[src/rtl/flb_dlf.sv]
// flb_dlf: proportional-integral digital loop filter producing the oscillator code.
// Optional lock detector and TRACK state enabled by macro FLB_DLF_LOCK_DET_EN.
module flb_dlf #(
   parameter int DLF_W    = 16,
   parameter int ERR_W    = 12,
   parameter int LOCK_CNT = 64,
   parameter int LOCK_THR = 4
) (
   input  logic             ref_clk,
   input  logic             rst_n,
   input  logic             csr_dlf_en,
   input  logic             csr_hold,
   input  logic [3:0]       csr_kp_shift,
   input  logic [3:0]       csr_ki_shift,
   input  logic [DLF_W-1:0] csr_init_code,
   input  logic [ERR_W-1:0] err,
   input  logic             err_vld,
   output logic [DLF_W-1:0] dlf_out,
   output logic             dlf_vld,
   output logic [1:0]       dlf_state,
   output logic             lock
);

   localparam int AW = DLF_W + 8;
   localparam int SW = DLF_W + 10;

   typedef enum logic [1:0] {
      IDLE  = 2'd0,
      ACQ   = 2'd1,
      TRACK = 2'd2,
      HOLD  = 2'd3
   } state_t;

   state_t            state_q, state_d;
   logic [AW-1:0]     acc_q, acc_d;
   logic [DLF_W-1:0]  out_q, out_d;
   logic              vld_q, vld_d;
   logic              lock_q, lock_d;

   logic [3:0]        kp_eff, ki_eff;
   logic signed [SW-1:0] err_s, i_inc, p_term;
   logic signed [SW-1:0] acc_sum, out_sum, out_shr;
   logic [AW-1:0]     acc_new;
   logic [DLF_W-1:0]  out_new;
   logic [AW-1:0]     init_acc;

`ifdef FLB_DLF_LOCK_DET_EN
   localparam int CW = $clog2(LOCK_CNT + 1);
   logic [CW-1:0]     cnt_q, cnt_d, cnt_inc;
   logic [ERR_W:0]    err_ext, err_abs;
   logic              in_win, out_win;

   // Error magnitude and lock/unlock window tests
   always_comb begin
      err_ext = {err[ERR_W-1], err};
      err_abs = err_ext[ERR_W] ? (~err_ext + 1'b1) : err_ext;
      in_win  = err_abs <= (ERR_W+1)'(LOCK_THR);
      out_win = err_abs > (ERR_W+1)'(4 * LOCK_THR);
      cnt_inc = (cnt_q == CW'(LOCK_CNT)) ? cnt_q : cnt_q + 1'b1;
   end
`endif

   // Gain selection and saturating PI arithmetic
   always_comb begin
      kp_eff = csr_kp_shift;
      ki_eff = csr_ki_shift;
      if (state_q == TRACK) begin
         kp_eff = (csr_kp_shift > 4'd13) ? 4'd15 : csr_kp_shift + 4'd2;
         ki_eff = (csr_ki_shift > 4'd13) ? 4'd15 : csr_ki_shift + 4'd2;
      end
      err_s   = {{(SW-ERR_W-8){err[ERR_W-1]}}, err, 8'd0};
      i_inc   = err_s >>> ki_eff;
      p_term  = err_s >>> kp_eff;
      acc_sum = $signed({2'b00, acc_q}) + i_inc;
      out_sum = acc_sum + p_term;
      out_shr = out_sum >>> 8;
      if (acc_sum[SW-1])
         acc_new = '0;
      else if (|acc_sum[SW-2:AW])
         acc_new = '1;
      else
         acc_new = acc_sum[AW-1:0];
      if (out_shr[SW-1])
         out_new = '0;
      else if (|out_shr[SW-2:DLF_W])
         out_new = '1;
      else
         out_new = out_shr[DLF_W-1:0];
      init_acc = {csr_init_code, 8'd0};
   end

   // Next-state and datapath update decisions
   always_comb begin
      state_d = state_q;
      acc_d   = acc_q;
      out_d   = out_q;
      vld_d   = 1'b0;
      lock_d  = lock_q;
`ifdef FLB_DLF_LOCK_DET_EN
      cnt_d   = cnt_q;
`endif
      if (!csr_dlf_en) begin
         state_d = IDLE;
         acc_d   = init_acc;
         out_d   = csr_init_code;
         lock_d  = 1'b0;
`ifdef FLB_DLF_LOCK_DET_EN
         cnt_d   = '0;
`endif
      end else begin
         unique case (state_q)
            IDLE: begin
               acc_d  = init_acc;
               out_d  = csr_init_code;
               lock_d = 1'b0;
`ifdef FLB_DLF_LOCK_DET_EN
               cnt_d  = '0;
`endif
               if (!csr_hold) state_d = ACQ;
            end
            HOLD: begin
               if (!csr_hold) begin
                  state_d = ACQ;
                  lock_d  = 1'b0;
`ifdef FLB_DLF_LOCK_DET_EN
                  cnt_d   = '0;
`endif
               end
            end
            ACQ, TRACK: begin
               if (csr_hold) begin
                  state_d = HOLD;
               end else if (err_vld) begin
                  acc_d = acc_new;
                  out_d = out_new;
                  vld_d = 1'b1;
`ifdef FLB_DLF_LOCK_DET_EN
                  if (state_q == ACQ) begin
                     if (in_win) begin
                        cnt_d = cnt_inc;
                        if (cnt_inc == CW'(LOCK_CNT)) begin
                           state_d = TRACK;
                           lock_d  = 1'b1;
                        end
                     end else begin
                        cnt_d = '0;
                     end
                  end else if (out_win) begin
                     state_d = ACQ;
                     lock_d  = 1'b0;
                     cnt_d   = '0;
                  end
`endif
               end
            end
            default: state_d = IDLE;
         endcase
      end
   end

   // State and output registers
   always_ff @(posedge ref_clk or negedge rst_n) begin
      if (!rst_n) begin
         state_q <= IDLE;
         acc_q   <= AW'(1) << (AW - 1);
         out_q   <= DLF_W'(1) << (DLF_W - 1);
         vld_q   <= 1'b0;
         lock_q  <= 1'b0;
      end else begin
         state_q <= state_d;
         acc_q   <= acc_d;
         out_q   <= out_d;
         vld_q   <= vld_d;
         lock_q  <= lock_d;
      end
   end

`ifdef FLB_DLF_LOCK_DET_EN
   // Consecutive in-window sample counter
   always_ff @(posedge ref_clk or negedge rst_n) begin
      if (!rst_n) cnt_q <= '0;
      else        cnt_q <= cnt_d;
   end
   assign lock = lock_q;
`else
   assign lock = 1'b0;
`endif

   assign dlf_out   = out_q;
   assign dlf_vld   = vld_q;
   assign dlf_state = state_q;

endmodule

[config.mk]
export PLATFORM = sky130hd
export DESIGN_NAME = flb_dlf
export DESIGN_NICKNAME = d
export VERILOG_FILES = /design/src/rtl/flb_dlf.sv
export SDC_FILE = /design/constraint.sdc
export NUM_CORES = 1
export LEC_CHECK = 0
export CAP_MARGIN = 30
export CORE_MARGIN = 2
export CORE_UTILIZATION = 45
export CTS_CLUSTER_DIAMETER = 30
export DETAILED_ROUTE_END_ITERATION = 10
export PLACE_DENSITY = 0.65
export SLEW_MARGIN = 20
export SYNTH_ARGS = -nofsm -noshare
export SYNTH_HDL_FRONTEND = slang
export SYNTH_SLANG_ARGS = --single-unit
[constraint.sdc]
create_clock -name ref_clk -period 11 [get_ports ref_clk]
set_input_delay 2.2 -clock ref_clk [delete_from_list [all_inputs] [get_ports ref_clk]]
set_output_delay 2.2 -clock ref_clk [all_outputs]
set_load 0.05 [all_outputs]
After elaboration in Yosys (flattened, before gate mapping)
Index checks and enable logic that the tools add are counted.
- add/sub/neg operators: 4
- $lt $le $gt $ge: 2
- equality and inequality tests: 8
- shift operators: 2
- muxes and demuxes: 24
- reductions and logical operators: 6
- operator list (kind ; number):
    2-to-1 mux 24 bit ; 5
    2-to-1 mux 16 bit ; 5
    >>> shifter 20 x 4 -> 26 bit ; 2
    case mux 24 bit (2 select lines) ; 1
    case mux 16 bit (2 select lines) ; 1
    adder 25 x 26 -> 26 bit ; 1
    adder 26 bit ; 1
    2-to-1 mux 4 bit ; 4
    != test 3 bit, second input constant ; 4
    adder 4 x 2 -> 4 bit, second input constant ; 2
    greater-than comparator 4 bit, second input constant ; 2
    2-to-1 mux 2 bit ; 3
    OR reduction 2 bit ; 3
    equality test 2 bit, second input constant ; 2
    2-to-1 mux 1 bit ; 4
    case mux 2 bit (2 select lines) ; 1
    != test 3 x 1 -> 1 bit, second input constant ; 1
    AND reduction 3 bit ; 1
    equality test 2 x 1 -> 1 bit, second input constant ; 1
    zero test 2 bit ; 1
    AND reduction 2 bit ; 1
- bits in registers: 43
- output and inout port bits: 20
- word-level logic and storage cells: 50

Logic depth before layout (Yosys ltp)
Gate-level depths: netlist (run 1).
- depth after elaboration: 13
- depth in mapped cells: 32

Least setup slack after synthesis (run 1)
No wires, ideal clock.
- path type: input port to flip-flop
- from: input port csr_ki_shift[1]
- to: register out_q[13], in the netlist dlf_out[13]
- library setup time: 0.094 ns
- arrival time: 8.015 ns
- required time: 10.906 ns
- setup slack: 2.891 ns
- stages on the path: 24
- path through: clkbuf_1 > a41oi_1 > clkbuf_1 > mux2i_1 > mux2i_1 > o22ai_1 > ha_1 > a211oi_1 > nor2_1 > o21ai_0 > o21a_1 > o221a_2 > o21ai_0 > xor2_1 > ha_1 > and3_1 > a221o_1 > a21oi_1 > inv_1 > a221o_1 > mux2_2 > nor4_4 > nor2_4 > a221oi_2
- word-level cells in the longest chain between the ends: 13
- ends and longest elaborated chain (element ; RTL line ; text):
    start: declaration ; 14 ; input logic [3:0] csr_ki_shift,
    adder 4 x 2 -> 4 bit / greater-than comparator 4 bit (equally long branches) ; 69 ; ki_eff = (csr_ki_shift > 4'd13) ? 4'd15 : csr_ki_shift + 4'd2;
    2-to-1 mux 4 bit ; 69 ;
    2-to-1 mux 4 bit * ; 67 ; if (state_q == TRACK) begin
    >>> shifter 20 x 4 -> 26 bit * ; 72 ; i_inc = err_s >>> ki_eff;
    adder 25 x 26 -> 26 bit * ; 74 ; acc_sum = $signed({2'b00, acc_q}) + i_inc;
    adder 26 bit * ; 75 ; out_sum = acc_sum + p_term;
    OR reduction 2 bit ; 85 ; else if (|out_shr[SW-2:DLF_W])
    2-to-1 mux 16 bit ; 85 ;
    2-to-1 mux 16 bit * ; 83 ; if (out_shr[SW-1])
    2-to-1 mux 16 bit * ; 133 ; end else if (err_vld) begin
    2-to-1 mux 16 bit * ; 131 ; if (csr_hold) begin
    case mux 16 bit (2 select lines) * ; 111 ; unique case (state_q)
    2-to-1 mux 16 bit * ; 102 ; if (!csr_dlf_en) begin
    end signal: assignment ; 166 ; out_q <= DLF_W'(1) << (DLF_W - 1);
    end signal: assignment ; 172 ; out_q <= out_d;
    end: declaration ; 36 ; logic [DLF_W-1:0] out_q, out_d;
Every way passes the cells marked *; elsewhere a longest branch is shown, timed or not. The select of a mux whose other input is x is not followed.
A chain may end at the register's enable or synchronous reset.

Worst setup path in the final report (run 1)
- from: input port csr_ki_shift[1]
- to: register out_q[5], in the netlist dlf_out[5]
Same word-level chain as after synthesis.

==> impl_metrics.csv, run 1 <==
group,metric,value,unit
status,run_status,"finished clean",
drt,first_drt_iteration_drcs,478,
worst_setup_path,crit_top_cell,"o21a_1",
layout,layout-area-overhead-vs-synth,14.36,%
synthesis,async_set_reset_flop_share_out_of_synthesis,100.0,%
cts,numCtsBuffers,5,
cts,cts-resized-gates,0,
timing,skew,0.01112,ns
timing,transition_at_the_pin_with_the_smallest_max_transition_slack,0.9911,ns
drt,drt_wl_total,19000,um
timing,rsz0062_at_grt,"no",
pwr,p_leak,3.064,nW
timing,timing.slew.headroom,33.93,%
worst_setup_path,crit_path_cell_trace,"clkdlybuf4s50_1 -> a41oi_2 -> mux4_2 -> mux2i_1 -> o22ai_1 -> ha_1 -> o21a_1 -> o21a_1 -> o21ai_0 -> o21a_1 -> o221a_2 -> o21ai_0 -> xor2_1 -> ha_1 -> and3_1 -> a221o_1 -> a21oi_1 -> inv_1 -> a221o_1 -> and2_1 -> a2111oi_4 -> and2b_1 -> a221oi_2",
placed_design,port_buffers,59,
placed_design,post-place-ws,1.654,ns
grt,grtUsageTotal,26.37,%
job,number_of_violations_of_the_max_capacitance_limit,0,
synthesis,netlist_instances,789,
synthesis,synth_area_per_cell,7.718,um2
synthesis,post_synth_most_frequent_cells,"95 x a21oi_1, 81 x nor2_1, 64 x nand2_1",
worst_setup_path,path_buf_inv,2,
cts,tritoncts_num_sinks,43,
synthesis,yosys_most_used_dff,"dfrtp_1",
drt,vias_per_cell,6.193,
synthesis,seq_area_frac_synth,17.71,%
timing,timing.final.max_slew_violations,0,
cts,cts.clk_slew.worst_paths,0.07,ns
worst_setup_path,criticalPathCategory,"in2reg",
drt,drc_errors,0,
grt,grt_max_degree,38,
cts,cts.htree.levels,2,
drt,drt_antenna_net_count,0,
floorplan,design.die.area,14480,um2
layout,util_after_layout,52.59,%
placed_design,hpwlAfterDp,15090,um
floorplan,io_pins,61,
pwr,power.density,345.3,nW/um2
cts,clk_root_buffer_cell,"clkbuf_16",
timing,min_period_over_period,83.19,%
timing,fin_ws,1.850,ns
pwr,total_power,2.405,mW
placed_design,place.gp.congestion,0.9517,
worst_setup_path,worstSetupEndpointType,"flip-flop",
floorplan,placeableCoreArea,13240,um2
timing,setup_viol,0,
layout,final_layout_size_suffix_gt1_share,7.308,%
synthesis,yosysWarningCount,0,
cts,hold_buffers,0,
synthesis,synth_cell_type_count,76,
worst_setup_path,cp.required,11.20,ns
drt,detailedRoute.firstPassIterationCount,5,
cts,insertion_delay,0.30,ns
worst_setup_path,arr_time_crit_path,9.36,ns
synthesis,synth-seq-cells,43,
worst_setup_path,critical_path.startpoint_type,"input port",
worst_setup_path,critical_path.max_stage_delay,0.86,ns
synthesis,top_count_cell_post_synth,"a21oi_1",
timing,fin_setup_tns,0,ns
layout,final_net_count,914,
synthesis,yosys.area.top_type_share,16.85,%
min_path,worst_hold_path_type,"reg2reg",
cts,post-cts-setup-buffers,0,
timing,finalHoldViolations,0,
worst_setup_path,cp_max_fo,18,
grt,antenna_found_initial,0,
synthesis,synthTopCellsByArea,"dfrtp_1 17%, ha_1 11%, a21oi_1 7.8%, mux2i_1 7.2%, nor2_1 5.0%",
floorplan,initial_utilization,45.98,%
drt,routed-via-count,6174,
pwr,ir_drop,253.0,uV
cts,cts_buffer_depth,2,
worst_setup_path,cp_slowest_cell,"a41oi_2",
cts,clock_tree_from_tritoncts,"done",
grt,grt_first_pass_wirelength,30220,um
floorplan,die-height,120.3,um
timing,fmaxAchievable,109.3,MHz
synthesis,netlist_area,6090,um2
floorplan,floorplan.rows,42,
synthesis,synth_area_leader_cell,"dfrtp_1",
grt,global_route.overflow_total,0,
worst_setup_path,critical_path.top_delay_family,"compound AO/OA/AOI/OAI gates",
placed_design,dp_cells,987,
timing,min_tclk_post_route,9.151,ns
drt,routedWlPerCell,19.06,um
layout,diodes,0,
layout,final_cell_count_without_fillers,997,
floorplan,die_width,120.3,um
synthesis,total_nets_after_synthesis,883,
grt,first_global_vias,5855,
synthesis,synth_edf_count,0,
==> flip-flops by register name (all words and copies together) (netlist names) <==
name and flops:
dlf_out 16, acc_q 24, dlf_vld 1, dlf_state 2
==> placed cells by master (no fill, tap or decap), types with 4 or more instances in the layout <==
master / count
xnor2_1: 19
or2_2: 5
mux2_2: 8
a221oi_2: 8
nor3_1: 10
a22o_1: 9
a211oi_1: 17
and2_1: 11
o21bai_1: 4
clkbuf_16: 5
nand3_1: 16
and2b_1: 4
or3_1: 4
o21a_1: 11
nor2b_1: 6
nand2b_1: 20
a21oi_1: 95
o22ai_1: 13
a31oi_1: 10
and3_1: 7
a21o_1: 31
clkdlybuf4s50_1: 58
a211o_1: 5
o211ai_1: 5
dfrtp_1: 41
inv_1: 16
buf_4: 6
nand4_1: 7
o21ai_1: 4
nor2_1: 81
xor2_1: 13
mux2i_1: 44
nand2_1: 64
o21ai_0: 44
ha_1: 52
==> where the power goes <==
group / switching, mW / total [mW] / internal (mW)
sequential: 0.0411 / 0.267 / 0.226
clock: 0.0699 / 0.154 / 0.0841
combinational: 1.21 / 1.98 / 0.777
total: 1.32 / 2.40 / 1.09
==> final timing paths <==
kind	from	to	slack, ns	cells past startpoint
worst max-delay path	csr_ki_shift[1]	dlf_out[5]$_DFFE_PN0P_	1.85	23
worst min-delay path	acc_q[4]$_DFFE_PN0P_	acc_q[4]$_DFFE_PN0P_	0.52	1
worst max register to register	dlf_state[0]$_DFFE_PN0P_	dlf_out[5]$_DFFE_PN0P_	3.38	25
worst min register to register	acc_q[4]$_DFFE_PN0P_	acc_q[4]$_DFFE_PN0P_	0.52	1
max in group asynchronous	rst_n	acc_q[23]$_DFFE_PN1P_	8.63	2
min in group asynchronous	rst_n	dlf_state[1]$_DFFE_PN0P_	1.81	1
==> cells by family (layout without fill, tap and decap cells) <==
family                   count (synthesis)  count (layout)  synth area share, %
AO/OA/AOI/OAI                          296             296                33.22
AND/OR/NAND/NOR                        249             249                19.77
adder cells (fa/ha/maj)                 53              53                11.01
buffers and inverters                   60              92                3.924
flip-flops                              43              43                17.71
other                                    1               1              0.06158
multiplexers                            55              55                9.698
XOR/XNOR                                32              32                4.602
==> per-stage QoR <==
step                instance area (um2)  hold WS [ns]
floorplan                          6090        0.4800
global placement                   6769        0.4952
detailed placement                 6804        0.5033
CTS                                6945        0.5245
global route                       6964        0.5444
finish                             6964        0.5183
==> final cells by class <==
class / count / area, um2
clock buffer: 6 / 128.9
inverter: 16 / 60.06
timing repair buffer: 68 / 676.9
clock inverter: 2 / 12.51
fill: 1311 / 6279
multi-input combinational: 686 / 4787
tap: 176 / 220.2
sequential: 43 / 1079
==> layer usage <==
metal / global-route usage, % / vias up / wire length [um]
met1: 33.67 / 2930 / 8494
met4: 10.97 / 0 / 801
li1: - / 3006 / -
met5: 0 / - / 0
met3: 4.057 / 44 / 915
met2: 44.42 / 194 / 8793
(Power assumes the default switching activity.)
==> inputs of run 2 (changes only) <==
- clock period: 11 -> 9.5 ns (I/O delays scaled with it)
==> impl_metrics.csv, run 2 (synthesized netlist as in run 1, its figures left out) <==
group,metric,value,unit
timing,fin_setup_tns,0,ns
worst_setup_path,reg2reg_to,"dlf_out[13]$_DFFE_PN0P_",
layout,largest_register_ffs,24,
cts,cts-resized-gates,0,
layout,layout_commonest_cell,"a21oi_1",
layout,max_flop_register,"acc_q",
floorplan,die_width,120.3,um
worst_setup_path,cp.required,9.71,ns
timing,timing.final.max_slew_violations,0,
layout,multi_input_gate_area_in_the_final_layout,4787,um2
worst_setup_path,cp_max_fo,10,
cts,numCtsBuffers,5,
floorplan,floorplan.rows,42,
drt,detailedRoute.firstPassIterationCount,8,
worst_setup_path,worstSetupEndpointType,"flip-flop",
cts,clk_root_buffer_cell,"clkbuf_16",
min_path,worst_hold_path_type,"reg2reg",
timing,timing.slew.headroom,36.35,%
min_path,hold_path_startpoint,"acc_q[5]$_DFFE_PN0P_",
layout,final_net_count,916,
timing,fmaxAchievable,113.4,MHz
layout,fill_cells,1353,
timing,skew,0.006152,ns
timing,rsz0062_at_grt,"no",
layout,area.sequential,1079,um2
cts,tritoncts_num_sinks,43,
timing,min_tclk_post_route,8.818,ns
worst_setup_path,critical_path.max_stage_delay,0.75,ns
floorplan,die-height,120.3,um
cts,insertion_delay,0.29,ns
cts,clock_tree_from_tritoncts,"done",
timing,min_period_over_period,92.82,%
placed_design,port_buffers,59,
timing,finalHoldViolations,0,
floorplan,placeableCoreArea,13240,um2
cts,cts_buffer_depth,2,
worst_setup_path,crit_path_cell_trace,"clkdlybuf4s50_1 -> o21ai_1 -> mux2i_1 -> mux2i_1 -> mux2i_1 -> o32ai_1 -> ha_1 -> o21ai_0 -> nor2_1 -> o21ai_0 -> o21a_1 -> o221a_2 -> o21ai_0 -> xor2_1 -> ha_1 -> and3_1 -> a221o_1 -> a21oi_1 -> inv_1 -> a221o_1 -> mux2_2 -> nor4_4 -> nor2_4 -> a221oi_2",
pwr,power.density,403.6,nW/um2
floorplan,io_pins,61,
worst_setup_path,regToRegStartpoint,"dlf_state[0]$_DFFE_PN0P_",
min_path,min_path_cells,1,
drt,first_drt_iteration_drcs,458,
floorplan,design.die.area,14480,um2
placed_design,hpwlAfterDp,15740,um
job,number_of_violations_of_the_max_capacitance_limit,0,
worst_setup_path,rrSetupSlack,1.92,ns
cts,hold_buffers,0,
worst_setup_path,cp_slowest_cell,"o21ai_1",
pwr,ir_drop,287.2,uV
layout,final_layout_size_suffix_gt1_share,7.421,%
placed_design,dp_cells,988,
status,run_status,"finished clean",
drt,routedWlPerCell,19.75,um
timing,transition_at_the_pin_with_the_smallest_max_transition_slack,0.9548,ns
drt,drt_wl_total,19710,um
layout,diodes,0,
grt,antenna_found_initial,0,
floorplan,initial_utilization,45.98,%
grt,global_route.overflow_total,0,
layout,layout-area-overhead-vs-synth,14.28,%
worst_setup_path,arr_time_crit_path,9.02,ns
drt,drt_antenna_net_count,0,
timing,setup_viol,0,
layout,final_cell_count_without_fillers,998,
pwr,p_leak,3.063,nW
worst_setup_path,critical_path.startpoint_type,"input port",
worst_setup_path,r2r.worst_path.cells,27,
grt,first_global_vias,6125,
cts,cts.clk_slew.worst_paths,0.06,ns
cts,cts.htree.levels,2,
grt,grtUsageTotal,27.37,%
layout,layout_common_cells,"95 x a21oi_1, 81 x nor2_1, 64 x nand2_1, 58 x clkdlybuf4s50_1, 52 x ha_1",
cts,post-cts-setup-buffers,0,
drt,drc_errors,0,
grt,grt_max_degree,44,
grt,grt_first_pass_wirelength,31250,um
min_path,hold_path_end,"acc_q[5]$_DFFE_PN0P_",
drt,routed-via-count,6200,
worst_setup_path,criticalPathCategory,"in2reg",
placed_design,place.gp.congestion,0.9161,
drt,vias_per_cell,6.212,
## run 2: cell count changes in the layout (fill, tap and decap cells not counted), sizes merged
cell / previous run / this run
clkbuf: 6 / 7
buf: 10 / 11
clkinv: 1 / 0
## run 2: per-stage QoR
step                      setup WS, ns  utilization (%)  total power, mW  cell area, um2  hold WS (ns)
final                           0.6823            52.55            2.809            6959        0.5186
after global routing            0.1615            52.55            3.033            6959        0.5454
after CTS                       0.7426            52.30            2.794            6925        0.5221
after detailed placement        0.4779            51.27            2.605            6789        0.4965
after global placement          0.6208            51.23            2.568            6784        0.5011
after floorplan                  1.691                -            2.033            6090        0.4800
## run 2: worst max path at each step
stage | startpoint | endpoint | slack, ns | cells after the start
after floorplan | csr_ki_shift[1] | dlf_out[13]$_DFFE_PN0P_ | 1.69 | 24
after global placement | csr_ki_shift[1] | dlf_out[13]$_DFFE_PN0P_ | 0.62 | 24
after detailed placement | csr_ki_shift[1] | dlf_out[13]$_DFFE_PN0P_ | 0.48 | 24
after CTS | csr_ki_shift[1] | dlf_out[13]$_DFFE_PN0P_ | 0.74 | 24
after global routing | csr_ki_shift[1] | dlf_out[14]$_DFFE_PN0P_ | 0.16 | 24
final | csr_ki_shift[1] | dlf_out[13]$_DFFE_PN0P_ | 0.68 | 24
## run 2: per-layer routing
layer | vias up | wire length, um | global-route usage, %
met2 | 180 | 9599 | 48.40
met1 | 2958 | 8399 | 33.44
met3 | 47 | 930 | 3.113
met4 | 0 | 778 | 12.14
li1 | 3015 | - | -
met5 | - | 0 | 0
## run 2: report_power, final
group          switching [mW]  internal [mW]  total [mW]
registers              0.0526          0.262       0.315
logic                    1.41          0.910        2.32
clock network          0.0756         0.0962       0.172
total                    1.54           1.27        2.81
## run 2: area by class of cell
class / count / area share [%]
flip-flops and latches: 43 / 15.50
clock inverters: 1 / 0.1079
multi-input cells: 686 / 68.79
repair buffers: 70 / 9.727
inverters: 16 / 0.8630
clock buffers: 6 / 1.852
well taps: 176 / 3.164
## run 2: critical path: cells and delay by family
kind                     cells  cell delay [ns]
buffers and inverters        2             0.61
XOR/XNOR                     1             0.26
AND/OR/NAND/NOR              4             1.25
multiplexers                 4             1.08
adder cells (fa/ha/maj)      2             0.72
AO/OA/AOI/OAI               11             3.19
==> inputs of run 3 (changes only) <==
- HOLD_SLACK_MARGIN: default -> 0.02
==> results of run 3 <==
Same layout as run 2: the final DEF is identical, and so are final timing and power.
